<file path="config.mk">
export PLATFORM = sky130hd
export DESIGN_NAME = riscv_factorial
export DESIGN_NICKNAME = d
export VERILOG_FILES = /design/src/rtl/riscv_pkg.sv /design/src/rtl/rv_regfile.sv /design/src/rtl/riscv_factorial.sv
export SDC_FILE = /design/constraint.sdc
export NUM_CORES = 2
export LEC_CHECK = 0
export BUFFER_PORTS_ARGS = -buffer_cell sky130_fd_sc_hd__buf_2
export CORE_MARGIN = 1.5
export CORE_UTILIZATION = 60
export CTS_CLUSTER_DIAMETER = 200
export DETAILED_ROUTE_END_ITERATION = 10
export PLACE_DENSITY = 0.76
export SYNTH_ARGS = -nofsm -noshare
export SYNTH_HDL_FRONTEND = slang
export SYNTH_HIERARCHICAL = 1
export SYNTH_SLANG_ARGS = --single-unit
</file>
<file path="constraint.sdc">
create_clock -name clk -period 14.55 [get_ports clk]
set_input_delay 0.7275 -clock clk [delete_from_list [all_inputs] [get_ports clk]]
set_output_delay 0.7275 -clock clk [all_outputs]
set_load 0.01 [all_outputs]
</file>
<file path="src/rtl/riscv_pkg.sv">
// Shared encodings for the factorial demo core.
// Opcodes, function fields, GPIO offsets and ALU ops.
package riscv_pkg;

  localparam logic [6:0] OPC_OP     = 7'b0110011;
  localparam logic [6:0] OPC_OP_IMM = 7'b0010011;
  localparam logic [6:0] OPC_LUI    = 7'b0110111;
  localparam logic [6:0] OPC_LOAD   = 7'b0000011;
  localparam logic [6:0] OPC_STORE  = 7'b0100011;
  localparam logic [6:0] OPC_BRANCH = 7'b1100011;
  localparam logic [6:0] OPC_JAL    = 7'b1101111;

  localparam logic [2:0] F3_ADD = 3'b000;
  localparam logic [2:0] F3_LW  = 3'b010;
  localparam logic [2:0] F3_SW  = 3'b010;
  localparam logic [2:0] F3_BEQ = 3'b000;
  localparam logic [2:0] F3_BNE = 3'b001;
  localparam logic [2:0] F3_BLT = 3'b100;
  localparam logic [2:0] F3_BGE = 3'b101;

  localparam logic [6:0] F7_BASE   = 7'b0000000;
  localparam logic [6:0] F7_SUB    = 7'b0100000;
  localparam logic [6:0] F7_MULDIV = 7'b0000001;

  localparam logic [31:0] GPIO_OUT_OFS = 32'h0;
  localparam logic [31:0] GPIO_IN_OFS  = 32'h4;

  localparam logic [31:0] NOP_INSN = 32'h0000_0013;

  typedef enum logic [1:0] {
    ALU_ADD,
    ALU_SUB,
    ALU_MUL,
    ALU_PASS
  } alu_op_e;

  typedef enum logic [1:0] {
    WB_ALU,
    WB_LOAD,
    WB_PC4
  } wb_sel_e;

endpackage

</file>
<file path="src/rtl/rv_regfile.sv">
// 32-entry register file, two async reads, one write.
// x0 reads zero; all entries clear on reset.
module rv_regfile #(
  parameter int W = 32
) (
  input  logic         clk_i,
  input  logic         rst_ni,
  input  logic [4:0]   ra1_i,
  input  logic [4:0]   ra2_i,
  output logic [W-1:0] rd1_o,
  output logic [W-1:0] rd2_o,
  input  logic         we_i,
  input  logic [4:0]   wa_i,
  input  logic [W-1:0] wd_i
);

  logic [W-1:0] regs_q [32];

  assign rd1_o = (ra1_i == 5'd0) ? '0 : regs_q[ra1_i];
  assign rd2_o = (ra2_i == 5'd0) ? '0 : regs_q[ra2_i];

  // Register write; x0 never takes a value
  always_ff @(posedge clk_i or negedge rst_ni) begin
    if (!rst_ni) begin
      for (int i = 0; i < 32; i++) regs_q[i] <= '0;
    end else if (we_i && (wa_i != 5'd0)) begin
      regs_q[wa_i] <= wd_i;
    end
  end

endmodule

</file>
<file path="src/rtl/riscv_factorial.sv">
// Single-cycle RV32 subset running a fixed n! program.
// Reads n from GPIO IN, writes low byte of n! to GPIO OUT.
module riscv_factorial #(
  parameter logic [31:0] GPIO_BASE = 32'h0000_0100,
  parameter int          XLEN      = 32
) (
  input  logic       clk,
  input  logic       rst,
  input  logic [7:0] gpio_port_in,
  output logic [7:0] gpio_port_out
);
  import riscv_pkg::*;

  logic [XLEN-1:0] pc_q, pc_d, pc4;
  logic [7:0]      gpio_q, gpio_d;
  logic [31:0]     insn;

  logic [6:0] opc, f7;
  logic [2:0] f3;
  logic [4:0] rd, rs1, rs2;

  logic [XLEN-1:0] imm_i, imm_s, imm_b, imm_u, imm_j;
  logic [XLEN-1:0] rs1_val, rs2_val, op_b, alu_res;
  logic [XLEN-1:0] ld_data, wb_data;

  logic is_addi, is_add, is_sub, is_mul;
  logic is_lui, is_lw, is_sw, is_br, is_jal;
  logic rf_we, st_en, br_en, jal_en, take;
  alu_op_e alu_op;
  wb_sel_e wb_sel;

  // Program ROM; anything outside the program is a NOP
  always_comb begin
    insn = NOP_INSN;
    if (pc_q[XLEN-1:8] == '0) begin
      unique case (pc_q[7:2])
        6'h00:   insn = 32'h1000_0513;
        6'h01:   insn = 32'h0045_2583;
        6'h02:   insn = 32'h0010_0613;
        6'h03:   insn = 32'h0010_0693;
        6'h04:   insn = 32'h00B6_D863;
        6'h05:   insn = 32'h02B6_0633;
        6'h06:   insn = 32'hFFF5_8593;
        6'h07:   insn = 32'hFF5F_F06F;
        6'h08:   insn = 32'h00C5_2023;
        6'h09:   insn = 32'hFE1F_F06F;
        default: insn = NOP_INSN;
      endcase
    end
  end

  assign opc = insn[6:0];
  assign rd  = insn[11:7];
  assign f3  = insn[14:12];
  assign rs1 = insn[19:15];
  assign rs2 = insn[24:20];
  assign f7  = insn[31:25];

  assign imm_i = {{(XLEN-12){insn[31]}}, insn[31:20]};
  assign imm_s = {{(XLEN-12){insn[31]}}, insn[31:25], insn[11:7]};
  assign imm_b = {{(XLEN-13){insn[31]}}, insn[31], insn[7],
                  insn[30:25], insn[11:8], 1'b0};
  assign imm_u = {insn[31:12], 12'b0};
  assign imm_j = {{(XLEN-21){insn[31]}}, insn[31], insn[19:12],
                  insn[20], insn[30:21], 1'b0};

  assign is_addi = (opc == OPC_OP_IMM) && (f3 == F3_ADD);
  assign is_add  = (opc == OPC_OP) && (f3 == F3_ADD) && (f7 == F7_BASE);
  assign is_sub  = (opc == OPC_OP) && (f3 == F3_ADD) && (f7 == F7_SUB);
  assign is_mul  = (opc == OPC_OP) && (f3 == F3_ADD) && (f7 == F7_MULDIV);
  assign is_lui  = (opc == OPC_LUI);
  assign is_lw   = (opc == OPC_LOAD) && (f3 == F3_LW);
  assign is_sw   = (opc == OPC_STORE) && (f3 == F3_SW);
  assign is_br   = (opc == OPC_BRANCH) &&
                   ((f3 == F3_BEQ) || (f3 == F3_BNE) ||
                    (f3 == F3_BLT) || (f3 == F3_BGE));
  assign is_jal  = (opc == OPC_JAL);

  rv_regfile #(.W(XLEN)) u_rf (
    .clk_i  (clk),
    .rst_ni (rst),
    .ra1_i  (rs1),
    .ra2_i  (rs2),
    .rd1_o  (rs1_val),
    .rd2_o  (rs2_val),
    .we_i   (rf_we),
    .wa_i   (rd),
    .wd_i   (wb_data)
  );

  // Decode into datapath controls; unknown encodings fall to NOP
  always_comb begin
    alu_op = ALU_ADD;
    op_b   = imm_i;
    rf_we  = 1'b0;
    wb_sel = WB_ALU;
    st_en  = 1'b0;
    br_en  = 1'b0;
    jal_en = 1'b0;
    unique case (1'b1)
      is_addi: rf_we = 1'b1;
      is_add: begin
        rf_we = 1'b1;
        op_b  = rs2_val;
      end
      is_sub: begin
        rf_we  = 1'b1;
        op_b   = rs2_val;
        alu_op = ALU_SUB;
      end
      is_mul: begin
        rf_we  = 1'b1;
        op_b   = rs2_val;
        alu_op = ALU_MUL;
      end
      is_lui: begin
        rf_we  = 1'b1;
        op_b   = imm_u;
        alu_op = ALU_PASS;
      end
      is_lw: begin
        rf_we  = 1'b1;
        wb_sel = WB_LOAD;
      end
      is_sw: begin
        st_en = 1'b1;
        op_b  = imm_s;
      end
      is_br: br_en = 1'b1;
      is_jal: begin
        jal_en = 1'b1;
        rf_we  = 1'b1;
        wb_sel = WB_PC4;
      end
      default: ;
    endcase
  end

  // ALU; loads and stores reuse the adder for the address
  always_comb begin
    alu_res = '0;
    unique case (alu_op)
      ALU_ADD:  alu_res = rs1_val + op_b;
      ALU_SUB:  alu_res = rs1_val - op_b;
      ALU_MUL:  alu_res = rs1_val * op_b;
      ALU_PASS: alu_res = op_b;
      default:  alu_res = '0;
    endcase
  end

  assign ld_data = (alu_res == GPIO_BASE + GPIO_IN_OFS) ?
                   {{(XLEN-8){1'b0}}, gpio_port_in} : '0;

  // Write-back source select
  always_comb begin
    wb_data = alu_res;
    unique case (wb_sel)
      WB_LOAD: wb_data = ld_data;
      WB_PC4:  wb_data = pc4;
      default: wb_data = alu_res;
    endcase
  end

  // Signed/equality branch compare
  always_comb begin
    take = 1'b0;
    unique case (f3)
      F3_BEQ:  take = (rs1_val == rs2_val);
      F3_BNE:  take = (rs1_val != rs2_val);
      F3_BLT:  take = ($signed(rs1_val) < $signed(rs2_val));
      F3_BGE:  take = ($signed(rs1_val) >= $signed(rs2_val));
      default: take = 1'b0;
    endcase
  end

  assign pc4 = pc_q + XLEN'(4);

  // Next PC and GPIO output register value
  always_comb begin
    pc_d   = pc4;
    gpio_d = gpio_q;
    if (br_en && take) pc_d = pc_q + imm_b;
    else if (jal_en)   pc_d = pc_q + imm_j;
    if (st_en && (alu_res == GPIO_BASE + GPIO_OUT_OFS))
      gpio_d = rs2_val[7:0];
  end

  // Architectural state outside the register file
  always_ff @(posedge clk or negedge rst) begin
    if (!rst) begin
      pc_q   <= '0;
      gpio_q <= 8'h00;
    end else begin
      pc_q   <= pc_d;
      gpio_q <= gpio_d;
    end
  end

  assign gpio_port_out = gpio_q;

endmodule

</file>
# Word level (Yosys, flattened, before mapping)
# Memory sizes are Yosys's and may differ from the RTL's.
# Index checks and enable logic that the tools add are counted.
# totals
rom_bits,480
input_bits,10
output_inout_bits,8
mem_count,1
reg_bits,1064
elab_cells,123
# classes
n_bitwise,3
magnitude_cmp,6
eq_ne,22
muxes,26
mul,1
n_addsub,5
reduce_logical,25
# mem_list
name,depth,word_bits,read_ports,rd_ports_with_merged_regs,wr,line,source
(name not given),16,30,1,0,0,riscv_factorial.sv:36,unique case (pc_q[7:2])
# op_table
operator,n
1024-bit bitwise mux,1
32-bit 2-to-1 mux,11
32-bit binary-select mux with 5-bit select,2
32-bit demux with 5-bit select,1
32-bit one-hot mux with 4 select lines,1
32-bit adder,3
32-bit one-hot mux with 3 select lines,1
"32-bit by 9-bit == test with 1-bit output, second input constant",2
32-bit one-hot mux with 2 select lines,1
"32-bit by 3-bit adder with 32-bit output, second input constant",1
32-bit == test,1
32-bit greater-or-equal comparator,1
32-bit less-than comparator,1
32-bit by 32-bit multiplier with 32-bit output,1
32-bit inequality test,1
32-bit subtractor,1
"7-bit by 6-bit == test with 1-bit output, second input constant",4
24-bit zero test,1
"6-bit greater-or-equal comparator, second input constant",3
5-bit NOT with 6-bit output,3
"7-bit == test, second input constant",2
1-bit logical AND,12
5-bit zero test,2
8-bit 2-to-1 mux,1
20 further kinds,30

# Depth between registers and ports, before layout
# depth
word_depth,15
mapped_depth,50

# By module
# Netlist, hierarchy kept.
# by_module_without_submodules
module,area_each_um2,cells_each,seq_area_each_um2,instances
rv_regfile,54828.8,3613,25624.6,1
riscv_factorial,25592.0,3174,975.9,1

# Least setup slack after synthesis
# No wires, ideal clock.
# synth_timing
path_type,register to register
startpoint,register pc_q[15]
endpoint,register u_rf/regs_q[673] (netlist bit)
required_ns,14.485
setup_time_ns,0.065
arrival_time_ns,12.375
period_less_slack_ns,12.440
slack_ns,2.110
path_stages_with_launch,48
cell_sequence,dfrtp_1 nor4_1 nand2_1 or3_1 clkbuf_1 buf_2 buf_1 clkbuf_1 nor3_1 buf_2 inv_2 buf_4 buf_4 nor2_1 a22oi_1 a311oi_1 inv_1 o21ai_0 (+12 left out) fa_1 fa_1 ha_1 a21oi_1 inv_1 a21o_1 a221o_1 o21ai_0 nand2_1 xnor2_1 o21ai_1 or4b_1 or3_4 or4_4 a211oi_4 a221o_1 clkbuf_1 mux2_2
# synth_via
elab_chain_cells,14
elab_cells_between_ends,60
classes_between,add/sub (2); mul (1); order compare (2); eq/ne (15); mux (19); bitwise (3); reduce/logical (18)
# synth_lines
item,line,source
from (decl),riscv_factorial.sv:14,"logic [XLEN-1:0] pc_q, pc_d, pc4;"
from (signal assigned),riscv_factorial.sv:194,pc_q <= pc_d;
24-bit zero test (*),riscv_factorial.sv:35,if (pc_q[XLEN-1:8] == '0) begin
32-bit 2-to-1 mux (*),riscv_factorial.sv:35,
named net insn[20],riscv_factorial.sv:16,logic [31:0] insn;
5-bit NOT with 6-bit output (implied by the code),rv_regfile.sv:20,assign rd2_o = (ra2_i == 5'd0) ? '0 : regs_q[ra2_i];
32-bit binary-select mux with 5-bit select,rv_regfile.sv:20,
32-bit 2-to-1 mux (implied by the code) (2 in a row),rv_regfile.sv:20,
32-bit 2-to-1 mux (*),rv_regfile.sv:20,
named net rs2_val[6],riscv_factorial.sv:23,"logic [XLEN-1:0] rs1_val, rs2_val, op_b, alu_res;"
32-bit one-hot mux with 3 select lines (*),riscv_factorial.sv:100,unique case (1'b1)
32-bit by 32-bit multiplier with 32-bit output (tied with other cells),riscv_factorial.sv:145,ALU_MUL: alu_res = rs1_val * op_b;
32-bit one-hot mux with 4 select lines (*),riscv_factorial.sv:142,unique case (alu_op)
32-bit by 9-bit == test with 1-bit output (*),riscv_factorial.sv:151,assign ld_data = (alu_res == GPIO_BASE + GPIO_IN_OFS) ?
8-bit 2-to-1 mux (*),riscv_factorial.sv:151,
32-bit one-hot mux with 2 select lines (*),riscv_factorial.sv:157,unique case (wb_sel)
named net wb_data[1],riscv_factorial.sv:24,"logic [XLEN-1:0] ld_data, wb_data;"
1024-bit bitwise mux (*),rv_regfile.sv:27,regs_q[wa_i] <= wd_i;
"to (signal, indexed assignment)",rv_regfile.sv:27,
to (decl),rv_regfile.sv:17,logic [W-1:0] regs_q [32];
# Mark *: on every way through the listed nets, which the timed path passes. The rest lies on a longest branch. The select of a mux whose other input is x is not followed.
# A chain may end at the register's enable or synchronous reset.

# Final worst setup path
# layout_timing
startpoint,register pc_q[15]
endpoint,register u_rf/regs_q[163] (netlist bit)
# Same word-level chain as after synthesis.

==> flow_summary.yaml <==
placement:
  port_buffers: 17
  post-place-ws_ns: 0.694
  dpl.hpwl_um: 192000
  place_inst: 8360
  gp_congestion: 1.08
final_layout:
  fillers: 9666
  final_common_cell: "dfrtp_1"
  multi_input_area_mm2: 0.0500
  syn_to_final_growth_pct: 9.18
  regArea_mm2: 0.0266
  drive_gt1_share_pct: 31.6
  final_nets: 7375
  layout_common_cells: "dfrtp_1 (1063), mux2_2 (991), inv_1 (451)"
  finalNonFillerCells: 8585
power:
  swShare_pct: 26.4
  irDropWorstVdd_uv: 107
  p_per_area_mw_per_mm2: 82.9
  p_seq_share_pct: 46.6
  switching_power_w: 0.00192
  p_clk_share_pct: 41.2
  power.share.combinational_pct: 12.2
  intPower_w: 0.00536
  power.leakage_nw: 40.1
sta:
  setup_slack_ns: 0.318
  min_period_over_period_pct: 97.8
  clock.fmax_ghz: 0.0703
  slew_headroom_pct: -0.220
  holdWs_ns: 0.0355
  setup_viol: 0
  period_minus_slack_ns: 14.23
  setup_tns_ns: 0
  finalClockSkew_ns: 0.0785
  rsz0062_at_grt: "no"
  drv_slew: 5
  worst_slew_pin_slew_ns: 1.50
  hold_viol: 0
die:
  ios: 18
  num_rows: 134
  dieWidth_um: 369
  dieArea_mm2: 0.136
  die_h_um: 369
  core_mm2: 0.133
  start_util_pct: 60.3
global_route:
  grt_pass1_wl_um: 417000
  antenna_found_initial: 16
  grtUsageTotal_pct: 41.9
  grt_pass1_vias: 62700
  grt_max_degree: 186
  grt_overflow_total: 0
clocking:
  cts_tree: "done"
  cts_hold_buf: 0
  cts.clk_slew.worst_paths_ns: 0.06
  cts.sinks: 1063
  cts-htree-levels: 3
  insertion_delay_ns: 0.78
  clk_path_buf_depth: 3
  cts_buffers: 111
  cts_root_buffer: "clkbuf_16"
logic_synthesis:
  netlist_area_mm2: 0.0804
  synth.distinct_cells: 104
  ys_ff_latch: 1063
  avgSynthCellArea_um2: 11.8
  yosysSeqAreaShare_pct: 33.1
  synth-edff-count: 0
  syn_inst: 6787
  synth_flop_cell: "dfrtp_1"
  syn_nets: 7448
  yosys_warnings: 6
  ys_async_sr_fraction_pct: 100
detailed_routing:
  dr.pass1.iters: 6
  viasPerCell: 7.16
  drt_iter0_drc: 8266
  totalWireLength_um: 284000
  drc: 0
  vias: 61500
  antenna_left: 0
  routedWlPerCell_um: 33.1
critical_path:
  cp_slowest_cell: "a311oi_2"
  crit_type: "register to register"
  slowest_delay_ns: 0.80
  crit_top_cell: "fa_1"
  cp.required_ns: 15.23
  r2r_end: "u_rf/regs_q[163]"
  endpoint_kind: "register"
  rr_worst_depth: 40
  timing.rr.start: "pc_q[15]"
  crit_arrival_ns: 14.91
  cp_max_fo: 31
  r2r_slack_ns: 0.32
  cp-start-kind: "register"
run_status:
  violations: "max-capacitance violations, max-slew violations"
  outcome: "finished with violations"
flow_run:
  maxCapViolations: 1
hold_path:
  hold_class: "input port to async pin"
power groups by stage:
stage | Sequential [W] | Combinational, W | Clock [W]
global route | 0.00341 | 0.000955 | 0.00313
CTS | 0.00338 | 0.000867 | 0.00301
detailed placement | 0.00343 | 0.000860 | 0
finish | 0.00339 | 0.000888 | 0.00300
floorplan | 0.00335 | 0.000642 | 0
global placement | 0.00341 | 0.000836 | 0
layout make-up:
| class | count | share of cell area (%) |
|---|---|---|
| Multi-Input combinational cell | 4693 | 57.0 |
| Sequential cell | 1063 | 30.3 |
| Timing Repair Buffer | 389 | 3.83 |
| Clock buffer | 162 | 3.73 |
| Tap cell | 1768 | 2.52 |
| Inverter | 456 | 1.95 |
| Clock inverter | 44 | 0.648 |
| Antenna cell | 10 | 0.0285 |
cell usage after synthesis, types with 184 or more instances:
library cell	instances	area [µm²]
nor2_1	193	724
dfrtp_1	1063	26600
o21ai_0	184	921
and2_1	207	1290
inv_1	451	1690
a21oi_1	191	956
mux4_2	418	9410
ha_1	240	3000
nand2_1	384	1440
fa_1	411	8230
mux2_2	991	11200
clkbuf_1	329	1230
state kept, by name (all words and copies together) (netlist names):
signal and cells:
gpio_port_out 8, u_rf/regs_q 1024, pc_q 31
metal layers:
metal / global-route usage, % / routed length, µm / vias up
met5: 0.0356 / 54 / -
met4: 30.1 / 24800 / 8
met3: 13.5 / 35700 / 1310
met2: 62.4 / 125000 / 4449
met1: 51.5 / 98900 / 31300
li1: - / - / 24400
worst max-delay path by stage:
| stage | cells after the start | end | from | slack (ns) |
|---|---|---|---|---|
| floorplan | 47 | u_rf/regs_q[673] | pc_q[15] | 2.11 |
| global placement | 43 | u_rf/regs_q[3] | pc_q[23] | 0.80 |
| detailed placement | 45 | u_rf/regs_q[611] | pc_q[19] | 0.69 |
| CTS | 45 | u_rf/regs_q[163] | pc_q[19] | 0.56 |
| global route | 46 | u_rf/regs_q[163] | pc_q[23] | 0.03 |
| finish | 40 | u_rf/regs_q[163] | pc_q[15] | 0.32 |
per-stage QoR:
| stage | total power [W] | instance area [µm²] | util (%) |
|---|---|---|---|
| after global placement | 0.00424 | 83800 | 62.9 |
| after global routing | 0.00749 | 87800 | 65.9 |
| after detailed placement | 0.00429 | 83800 | 62.9 |
| final | 0.00728 | 87800 | 65.9 |
| after floorplan | 0.00399 | 80400 | - |
| after CTS | 0.00725 | 87700 | 65.8 |
worst max-delay path, delay by kind of cell, from the launching register on:
family | cells | cell delay [ns]
AO/OA/AOI/OAI | 7 | 2.15
XOR/XNOR | 1 | 0.21
adder cells (fa/ha/maj) | 9 | 4.28
buffers and inverters | 6 | 1.02
flip-flops | 1 | 0.48
multiplexers | 2 | 0.30
AND/OR/NAND/NOR | 15 | 5.62
what timing repair did:
| action | in CTS | in global routing |
|---|---|---|
| hold endpoints to repair | 0 | 0 |
| buffers inserted | 0 | 8 |
| resized for setup | 0 | 1 |
| endpoints found under the setup margin | 0 | 215 |
cells by family (layout without fill, tap and decap cells):
logic type      Yosys count  in the layout  share of synthesized area (%)
xor+xnor                176            176                           1.96
compound gates          981            981                           8.10
flops                  1063           1063                           33.1
fa+ha+maj               651            651                           14.0
mux                    1648           1648                           29.3
buf+inv                1032           1051                           5.69
other cells               0             10                              0
simple gates           1236           1237                           7.92
Power figures use the tool's default switching activity.
